--- src/rtl/cpu_mem_pkg.sv ---
// Shared types for the CPU memory-port arbiter: FSM states, grant encoding,
// default bus widths and the priority rule used in the idle cycle.
package cpu_mem_pkg;

  localparam int AW_DEF = 7;
  localparam int DW_DEF = 32;

  typedef enum logic [1:0] {ST_IDLE, ST_ACCESS, ST_DONE} state_e;
  typedef enum logic [1:0] {GNT_NONE, GNT_IF, GNT_DM} grant_e;

  // Data port wins unless fetch has been passed over too many times in a row.
  function automatic grant_e pick_grant(input logic if_req, input logic dm_req,
                                        input logic force_if);
    if (dm_req && !(if_req && force_if)) return GNT_DM;
    else if (if_req)                     return GNT_IF;
    else                                 return GNT_NONE;
  endfunction

endpackage

--- src/rtl/mem_arb_starve.sv ---
// Saturating count of consecutive data grants made while a fetch was waiting;
// force_if tells the arbiter to let the fetch through next.
module mem_arb_starve
  import cpu_mem_pkg::*;
#(
  parameter int STARVE_MAX = 4
) (
  input  logic                               clk,
  input  logic                               rst_n,
  input  logic                               dm_grant,
  input  logic                               if_grant,
  input  logic                               if_req,
  input  logic                               idle,
  output logic                               force_if,
  output logic [$clog2(STARVE_MAX+1)-1:0]    count
);

  localparam int CW = $clog2(STARVE_MAX + 1);
  localparam logic [CW-1:0] MAX_C = CW'(STARVE_MAX);

  // An idle cycle without a pending fetch means nobody is being starved.
  always_ff @(posedge clk or negedge rst_n) begin
    if (!rst_n) begin
      count <= '0;
    end else if (if_grant || (idle && !if_req)) begin
      count <= '0;
    end else if (dm_grant && if_req && (count != MAX_C)) begin
      count <= count + 1'b1;
    end
  end

  assign force_if = (count == MAX_C);

endmodule

--- src/rtl/mem_port_arbiter.sv ---
// Shares one variable-latency memory between the fetch and data ports of the
// pipeline: IDLE picks a port, ACCESS waits for mem_ready, DONE pulses the ack.
module mem_port_arbiter
  import cpu_mem_pkg::*;
#(
  parameter int AW         = AW_DEF,
  parameter int DW         = DW_DEF,
  parameter int STARVE_MAX = 4
) (
  input  logic          clk,
  input  logic          rst_n,
  input  logic          if_req,
  input  logic [AW-1:0] if_addr,
  output logic [DW-1:0] if_rdata,
  output logic          if_ack,
  input  logic          dm_req,
  input  logic          dm_we,
  input  logic [AW-1:0] dm_addr,
  input  logic [DW-1:0] dm_wdata,
  output logic [DW-1:0] dm_rdata,
  output logic          dm_ack,
  output logic          stall_if,
  output logic          stall_mem,
  output logic          mem_en,
  output logic          mem_we,
  output logic [AW-1:0] mem_addr,
  output logic [DW-1:0] mem_wdata,
  input  logic [DW-1:0] mem_rdata,
  input  logic          mem_ready
);

  state_e state;
  grant_e grant;
  grant_e gnt_sel;
  logic   idle;
  logic   force_if;
  logic [$clog2(STARVE_MAX+1)-1:0] starve_cnt;

  assign idle    = (state == ST_IDLE);
  assign gnt_sel = pick_grant(if_req, dm_req, force_if);

  mem_arb_starve #(
    .STARVE_MAX (STARVE_MAX)
  ) u_starve (
    .clk      (clk),
    .rst_n    (rst_n),
    .dm_grant (idle && (gnt_sel == GNT_DM)),
    .if_grant (idle && (gnt_sel == GNT_IF)),
    .if_req   (if_req),
    .idle     (idle),
    .force_if (force_if),
    .count    (starve_cnt)
  );

  always @(posedge clk) begin
    if (rst_n) assert (int'(starve_cnt) <= STARVE_MAX);
  end

  // Requests are only looked at in IDLE, so a req still held during DONE is
  // never granted twice.
  always_ff @(posedge clk or negedge rst_n) begin
    if (!rst_n) begin
      state     <= ST_IDLE;
      grant     <= GNT_NONE;
      mem_en    <= 1'b0;
      mem_we    <= 1'b0;
      mem_addr  <= '0;
      mem_wdata <= '0;
      if_ack    <= 1'b0;
      dm_ack    <= 1'b0;
      if_rdata  <= '0;
      dm_rdata  <= '0;
    end else begin
      case (state)
        ST_IDLE: begin
          if (gnt_sel != GNT_NONE) begin
            grant  <= gnt_sel;
            mem_en <= 1'b1;
            state  <= ST_ACCESS;
            if (gnt_sel == GNT_DM) begin
              mem_we    <= dm_we;
              mem_addr  <= dm_addr;
              mem_wdata <= dm_wdata;
            end else begin
              mem_we    <= 1'b0;
              mem_addr  <= if_addr;
              mem_wdata <= '0;
            end
          end
        end
        ST_ACCESS: begin
          if (mem_ready) begin
            // Writes leave the data port's read register untouched.
            if (!mem_we) begin
              if (grant == GNT_DM) dm_rdata <= mem_rdata;
              else                 if_rdata <= mem_rdata;
            end
            if_ack <= (grant == GNT_IF);
            dm_ack <= (grant == GNT_DM);
            mem_en <= 1'b0;
            mem_we <= 1'b0;
            state  <= ST_DONE;
          end
        end
        ST_DONE: begin
          if_ack <= 1'b0;
          dm_ack <= 1'b0;
          grant  <= GNT_NONE;
          state  <= ST_IDLE;
        end
        default: state <= ST_IDLE;
      endcase
    end
  end

  assign stall_if  = if_req & ~if_ack;
  assign stall_mem = dm_req & ~dm_ack;

endmodule

--- config.mk ---
export PLATFORM = sky130hd
export DESIGN_NAME = mem_port_arbiter
export DESIGN_NICKNAME = d
export VERILOG_FILES = /design/src/rtl/cpu_mem_pkg.sv /design/src/rtl/mem_arb_starve.sv /design/src/rtl/mem_port_arbiter.sv
export SDC_FILE = /design/constraint.sdc
export NUM_CORES = 1
export LEC_CHECK = 0
export BUFFER_PORTS_ARGS = -buffer_cell sky130_fd_sc_hd__buf_2
export CORE_UTILIZATION = 40
export DETAILED_ROUTE_END_ITERATION = 8
export PLACE_DENSITY = 0.75
export SYNTH_ARGS = -nofsm -noshare
export SYNTH_HDL_FRONTEND = slang
export SYNTH_SLANG_ARGS = --single-unit
--- constraint.sdc ---
create_clock -name clk -period 2.72 [get_ports clk]
set_input_delay 0.816 -clock clk [delete_from_list [all_inputs] [get_ports clk]]
set_output_delay 0.816 -clock clk [all_outputs]
set_load 0.05 [all_outputs]
==> results of run 1 <==
## registers in the layout, indices dropped and copies added (netlist names), 2 cells and up
name            cells
mem_addr            7
state               2
mem_wdata          32
if_rdata           32
u_starve.count      3
grant               2
dm_rdata           32
## per-layer routing
| metal | track usage | vias up | share of wire |
|---|---|---|---|
| met5 | 0 | - | 0 |
| met4 | 0.08667 | 0 | 0.019 |
| met3 | 0.05619 | 20 | 0.084 |
| met2 | 0.2974 | 146 | 0.48 |
| met1 | 0.2191 | 1616 | 0.42 |
| li1 | - | 1552 | - |
## through the flow
stage                     area (um^2)  hold slack, ns
after global placement           5669          0.4685
after floorplan                  4603          0.4708
final                            6282          0.3835
after detailed placement         5669          0.4754
after CTS                        6282          0.3944
after global routing             6282          0.4232
## cells by family after synthesis
kind of cell / share of synthesized area
buf+inv: 0.04376
fa+ha+maj: 0.005435
flops: 0.6197
compound gates: 0.1049
mux: 0.1810
simple gates: 0.04512
## layout make-up
type	count	area (um^2)	area share
clock buffer	20	456.7	0.07269
clock inverter	12	156.4	0.02490
inverter	10	37.54	0.005975
multi-input combinational	171	1555	0.2476
sequential	114	2853	0.4541
tap	140	175.2	0.02788
timing repair buffer	200	1049	0.1669
## Yosys cell counts (all sizes together), types with 2 or more instances
library cell / instances
mux2: 64
nand4: 2
ha: 2
inv: 10
nor2: 4
buf: 12
dfrtp: 114
o22ai: 3
or2: 2
a22o: 32
a21oi: 9
nand2: 8
o21ai: 13
nand3: 10
a31oi: 8
nor2b: 3
clkbuf: 9
## worst reg2reg max path: cells and delay by family, from the launching register on
family	cells	cell delay (ns)
buf+inv	1	0.21
flops	1	0.50
mux	1	0.35
simple gates	2	0.82
## worst max-delay path by stage
| stage | start | endpoint | slack (ns) | cells after the start |
|---|---|---|---|---|
| floorplan | dm_req | stall_mem | 0.37 | 2 |
| global placement | dm_req | stall_mem | 0.35 | 4 |
| detailed placement | dm_req | stall_mem | 0.34 | 4 |
| CTS | dm_req | stall_mem | 0.33 | 4 |
| global route | dm_req | stall_mem | 0.26 | 4 |
| finish | dm_req | stall_mem | 0.33 | 4 |
==> run summary, run 1 <==
* **final critical delay including setup and external delays** 2.391 ns
* **pin slew with the least headroom to its limit** 0.5332 ns
* **post-route setup TNS** 0 ns
* **CTS max path bufs** 2
* **Layout fillers** 878
* **hold_buf cts** 0
* **per-cell via count in the routed design** 4.999
* **required time worst endpoint** 1.90 ns
* **asr flop ratio synth** 1.000
* **Yosys warning count** 0
* **Setup Slack @ Placement** 0.3375 ns
* **cell repeated most along the worst path** sky130_fd_sc_hd__buf_2
* **count of different cell masters after synthesis** 33
* **final setup slack of the worst path** 0.3289 ns
* **source-to-sink clock delay at the later pin of the worst-skew pair** 0.40 ns
* **Setup Viol. Count Final** 0
* **register clock-pin slew on the reported worst setup and hold paths** 0.05 ns
* **Initial Utilization** 0.4173
* **Reg2Reg Capture Point** dm_rdata[15]$_DFFE_PN0P_
* **Inserted Clock Buffers** 17
* **# diodes** 0
* **aggregate global routing overflow** 0
* **sequential element share of the synthesized area** 0.6197
* **Routed WL per cell** 15.86 um
* **DRC errors left** 0
* **dominant delay contributor by cell family on the critical path** buffers and inverters
* **Post-synth EDFFs** 0
* **pin count of the biggest net entering global routing** 47
* **total count of hold-check failures in the final report** 0
* **count of buffers inserted at the top-level ports** 192
* **depth of the CTS H-tree** 4
* **die extent in y** 109.3 um
* **data arrival time of the critical path** 1.58 ns
* **Final period util** 0.8791
* **Root Buffer** sky130_fd_sc_hd__clkbuf_16
* **largest stage delay on the critical path** 0.26 ns
* **synthesis-to-layout area growth** 36.48%
* **Peak Freq** 418.2 MHz
* **final count of pins violating max slew** 0
* **type of the worst setup path** input port to primary output
* **count of routing violations after the opening detailed-route iteration** 137
* **CP max stage cell** sky130_fd_sc_hd__buf_2
* **antenna violations before repair** 0
* **Finished Layout Cells** 667
* **flip-flop and latch count after synthesis** 114
* **# rows** 38
* **Worst Setup Start Kind** input port
* **Post-Synthesis Net Count** 402
* **GRT Overall Usage** 0.1823
* **Pre-Repair DR Iteration Count** 4
* **dpl cells** 635
* **highest-count cells in the layout ignoring fill and taps** sky130_fd_sc_hd__buf_2, sky130_fd_sc_hd__dfrtp_1, sky130_fd_sc_hd__mux2_1
* **Syn Area/Cell** 14.57 um^2
* **Synth area leaders** sky130_fd_sc_hd__dfrtp_1, sky130_fd_sc_hd__mux2_4, sky130_fd_sc_hd__mux2_1
* **Worst Setup End Kind** primary output
* **CTS resizes** 0
* **Reg2Reg Setup Slack** 0.73 ns
* **Final HPWL DP** 7447 um
* **path type of the worst min-delay path** input port to async pin
* **CTS tree** done
* **worst path cell trace** buf_2 -> inv_2 -> nor2_1 -> buf_2
* **I/O pin count** 193
* **final worst clock skew** 0.008008 ns
* **status** complete, no violations
* **post-route ant nets** 0
* **worst rel slew slack** 0.6445
* **weighted congestion reported at the end of routability-driven placement** 0.8295
* **Synth Flop Type** sky130_fd_sc_hd__dfrtp_1
* **core area** 11030 um^2
* **RSZ-0062 raised after global routing** false
* **sum of routed wire length over all layers** 10580 um
* **Synth Cell Area** 4603 um^2
* **clock sink count** 114
* **Total Die Area** 11940 um^2
* **Critical path buffers and inverters** 3
* **worst-case reg-to-reg path depth** 4
* **Reg2Reg Launch Point** state[1]$_DFFE_PN0P_
* **Chip Width** 109.3 um
* **top cell type by total area after synthesis** sky130_fd_sc_hd__dfrtp_1
* **wire length of the first global-routing pass** 16480 um
* **most common cell after layout, fill and taps aside** sky130_fd_sc_hd__buf_2
* **worst-path maximum fanout** 14
* **number of buffers inserted by post-CTS setup repair** 0
* **vias in the first global route** 3286
* **utilization after layout** 0.5695
* **share of the synthesized area in the top cell type** 0.6197
* **number of instances in the synthesized netlist** 316
* **total vias in the final route** 3334
* **fraction of layout instances using a drive strength above 1** 0.5028
* **max-cap check violation count** 0
* **layout net count** 600
Power of run 1 is not shown: default switching activity piles up to over one toggle a cycle in this logic, so the estimate is an artifact.
==> run 2, diff against run 1 <==
==> constraint.sdc (replaced) <==
create_clock -name clk -period 2.61 [get_ports clk]
set_input_delay 0.783 -clock clk [delete_from_list [all_inputs] [get_ports clk]]
set_output_delay 0.783 -clock clk [all_outputs]
set_load 0.05 [all_outputs]
==> run summary, run 2 (synthesized netlist as in run 1, its figures left out) <==
* **CTS resizes** 0, unchanged
* **final critical delay including setup and external delays** 2.356 ns
* **pin slew with the least headroom to its limit** 0.7566 ns, was 0.5332 ns
* **vias in the first global route** 3219, was 3286
* **largest registers** dm_rdata x32, if_rdata x32, mem_wdata x32, unchanged
* **# rows** 38, unchanged
* **count of routing violations after the opening detailed-route iteration** 194, was 137
* **post-route setup TNS** 0 ns, unchanged
* **register clock-pin slew on the reported worst setup and hold paths** 0.05 ns, about the same
* **die extent in y** 109.3 um, unchanged
* **aggregate global routing overflow** 0, unchanged
* **Peak Freq** 424.5 MHz
* **required time worst endpoint** 1.83 ns, was 1.90 ns
* **antenna violations before repair** 0, unchanged
* **cell repeated most along the worst path** sky130_fd_sc_hd__buf_2, unchanged
* **Min Hold Slack** 0.4823 ns, was 0.3835 ns
* **clock sink count** 114, unchanged
* **Layout fillers** 889, was 878
* **total count of hold-check failures in the final report** 0, unchanged
* **dominant delay contributor by cell family on the critical path** buffers and inverters, unchanged
* **worst path cell trace** buf_2 -> inv_2 -> nor2_1 -> buf_2, unchanged
* **number of buffers inserted by post-CTS setup repair** 0, unchanged
* **CTS max path bufs** 2, unchanged
* **DRC errors left** 0, unchanged
* **largest stage delay on the critical path** 0.27 ns, was 0.26 ns
* **highest-count cells in the layout ignoring fill and taps** sky130_fd_sc_hd__buf_2, sky130_fd_sc_hd__dfrtp_1, sky130_fd_sc_hd__mux2_1, unchanged
* **worst-path maximum fanout** 14, unchanged
* **final setup slack of the worst path** 0.2541 ns, was 0.3289 ns
* **Root Buffer** sky130_fd_sc_hd__clkbuf_16, unchanged
* **Setup Slack @ Placement** 0.2616 ns, was 0.3375 ns
* **depth of the CTS H-tree** 4, unchanged
* **CTS tree** done, unchanged
* **Worst Setup Start Kind** input port, unchanged
* **count of buffers inserted at the top-level ports** 192, unchanged
* **worst rel slew slack** 0.4956, was 0.6445
* **most common cell after layout, fill and taps aside** sky130_fd_sc_hd__buf_2, unchanged
* **layout net count** 599, was 600
* **# diodes** 0, unchanged
* **per-cell via count in the routed design** 4.965, was 4.999
* **final worst clock skew** 0.007376 ns, was 0.008008 ns
* **Final HPWL DP** 7364 um, was 7447 um
* **Setup Viol. Count Final** 0, unchanged
* **Initial Utilization** 0.4173, unchanged
* **path type of the worst min-delay path** flop to flop, was input port to async pin
* **CP max stage cell** sky130_fd_sc_hd__buf_2, unchanged
* **Total Die Area** 11940 um^2, unchanged
* **source-to-sink clock delay at the later pin of the worst-skew pair** 0.40 ns, about the same
* **RSZ-0062 raised after global routing** false, unchanged
* **total vias in the final route** 3307, was 3334
* **wire length of the first global-routing pass** 15940 um, was 16480 um
* **post-route ant nets** 0, unchanged
* **status** complete, no violations, unchanged
* **Critical path buffers and inverters** 3, unchanged
* **Chip Width** 109.3 um, unchanged
* **final count of pins violating max slew** 0, unchanged
* **hold_buf cts** 0, unchanged
* **Final period util** 0.9027
* **core area** 11030 um^2, unchanged
* **fraction of layout instances using a drive strength above 1** 0.4962, was 0.5028
* **pin count of the biggest net entering global routing** 62, was 47
* **sum of routed wire length over all layers** 10430 um, was 10580 um
* **max-cap check violation count** 0, unchanged
* **I/O pin count** 193, unchanged
* **Worst Setup End Kind** primary output, unchanged
* **Routed WL per cell** 15.66 um, was 15.86 um
* **type of the worst setup path** input port to primary output, unchanged
* **Inserted Clock Buffers** 17, unchanged
* **synthesis-to-layout area growth** 35.80%, was 36.48%
* **weighted congestion reported at the end of routability-driven placement** 0.8110, was 0.8295
* **Pre-Repair DR Iteration Count** 4, unchanged
* **GRT Overall Usage** 0.1761, was 0.1823
* **data arrival time of the critical path** 1.57 ns, was 1.58 ns
[run 2: cell type report]
| cell class | instances | area [um^2] | area share |
|---|---|---|---|
| inverter | 10 | 37.54 | 0.006005 |
| timing repair buffer | 199 | 1028 | 0.1645 |
| clock buffer | 21 | 440.4 | 0.07046 |
| clock inverter | 11 | 161.4 | 0.02582 |
| multi-input combinational | 171 | 1555 | 0.2488 |
| sequential | 114 | 2853 | 0.4564 |
| tap | 140 | 175.2 | 0.02802 |
[run 2: worst min-delay path, stage by stage, from the launching register on]
cell and delay [ns]:
sky130_fd_sc_hd__dfrtp_1 0.34, sky130_fd_sc_hd__nand2_1 0.06, sky130_fd_sc_hd__nand2_1 0.06
[run 2: worst paths after layout]
kind                       cells after the start                        end            startpoint  slack (ns)
min reg2reg                                    2         mem_en$_DFFE_PN0P_    mem_en$_DFFE_PN0P_        0.48
min in group asynchronous                      2    dm_rdata[3]$_DFFE_PN0P_                 rst_n        0.50
max                                            4                  stall_mem                dm_req        0.25
max in group asynchronous                      2  mem_wdata[19]$_DFFE_PN0P_                 rst_n        1.56
max reg2reg                                    4   dm_rdata[23]$_DFFE_PN0P_  state[1]$_DFFE_PN0P_        0.61
min                                            2         mem_en$_DFFE_PN0P_    mem_en$_DFFE_PN0P_        0.48
[run 2: routing by layer]
metal  GRT usage  wire (um)
met5           0          0
met4     0.08190        143
met3     0.04961        812
met2      0.2749       4892
met1      0.2259       4583
[run 2: stage by stage]
step	utilization	cell area (um^2)	instances
finish	0.5667	6251	666
CTS	0.5667	6251	666
floorplan	-	4603	316
global route	0.5667	6251	666
detailed placement	0.5121	5649	634
global placement	0.5121	5649	634
Power of run 2 is left out for the same reason.
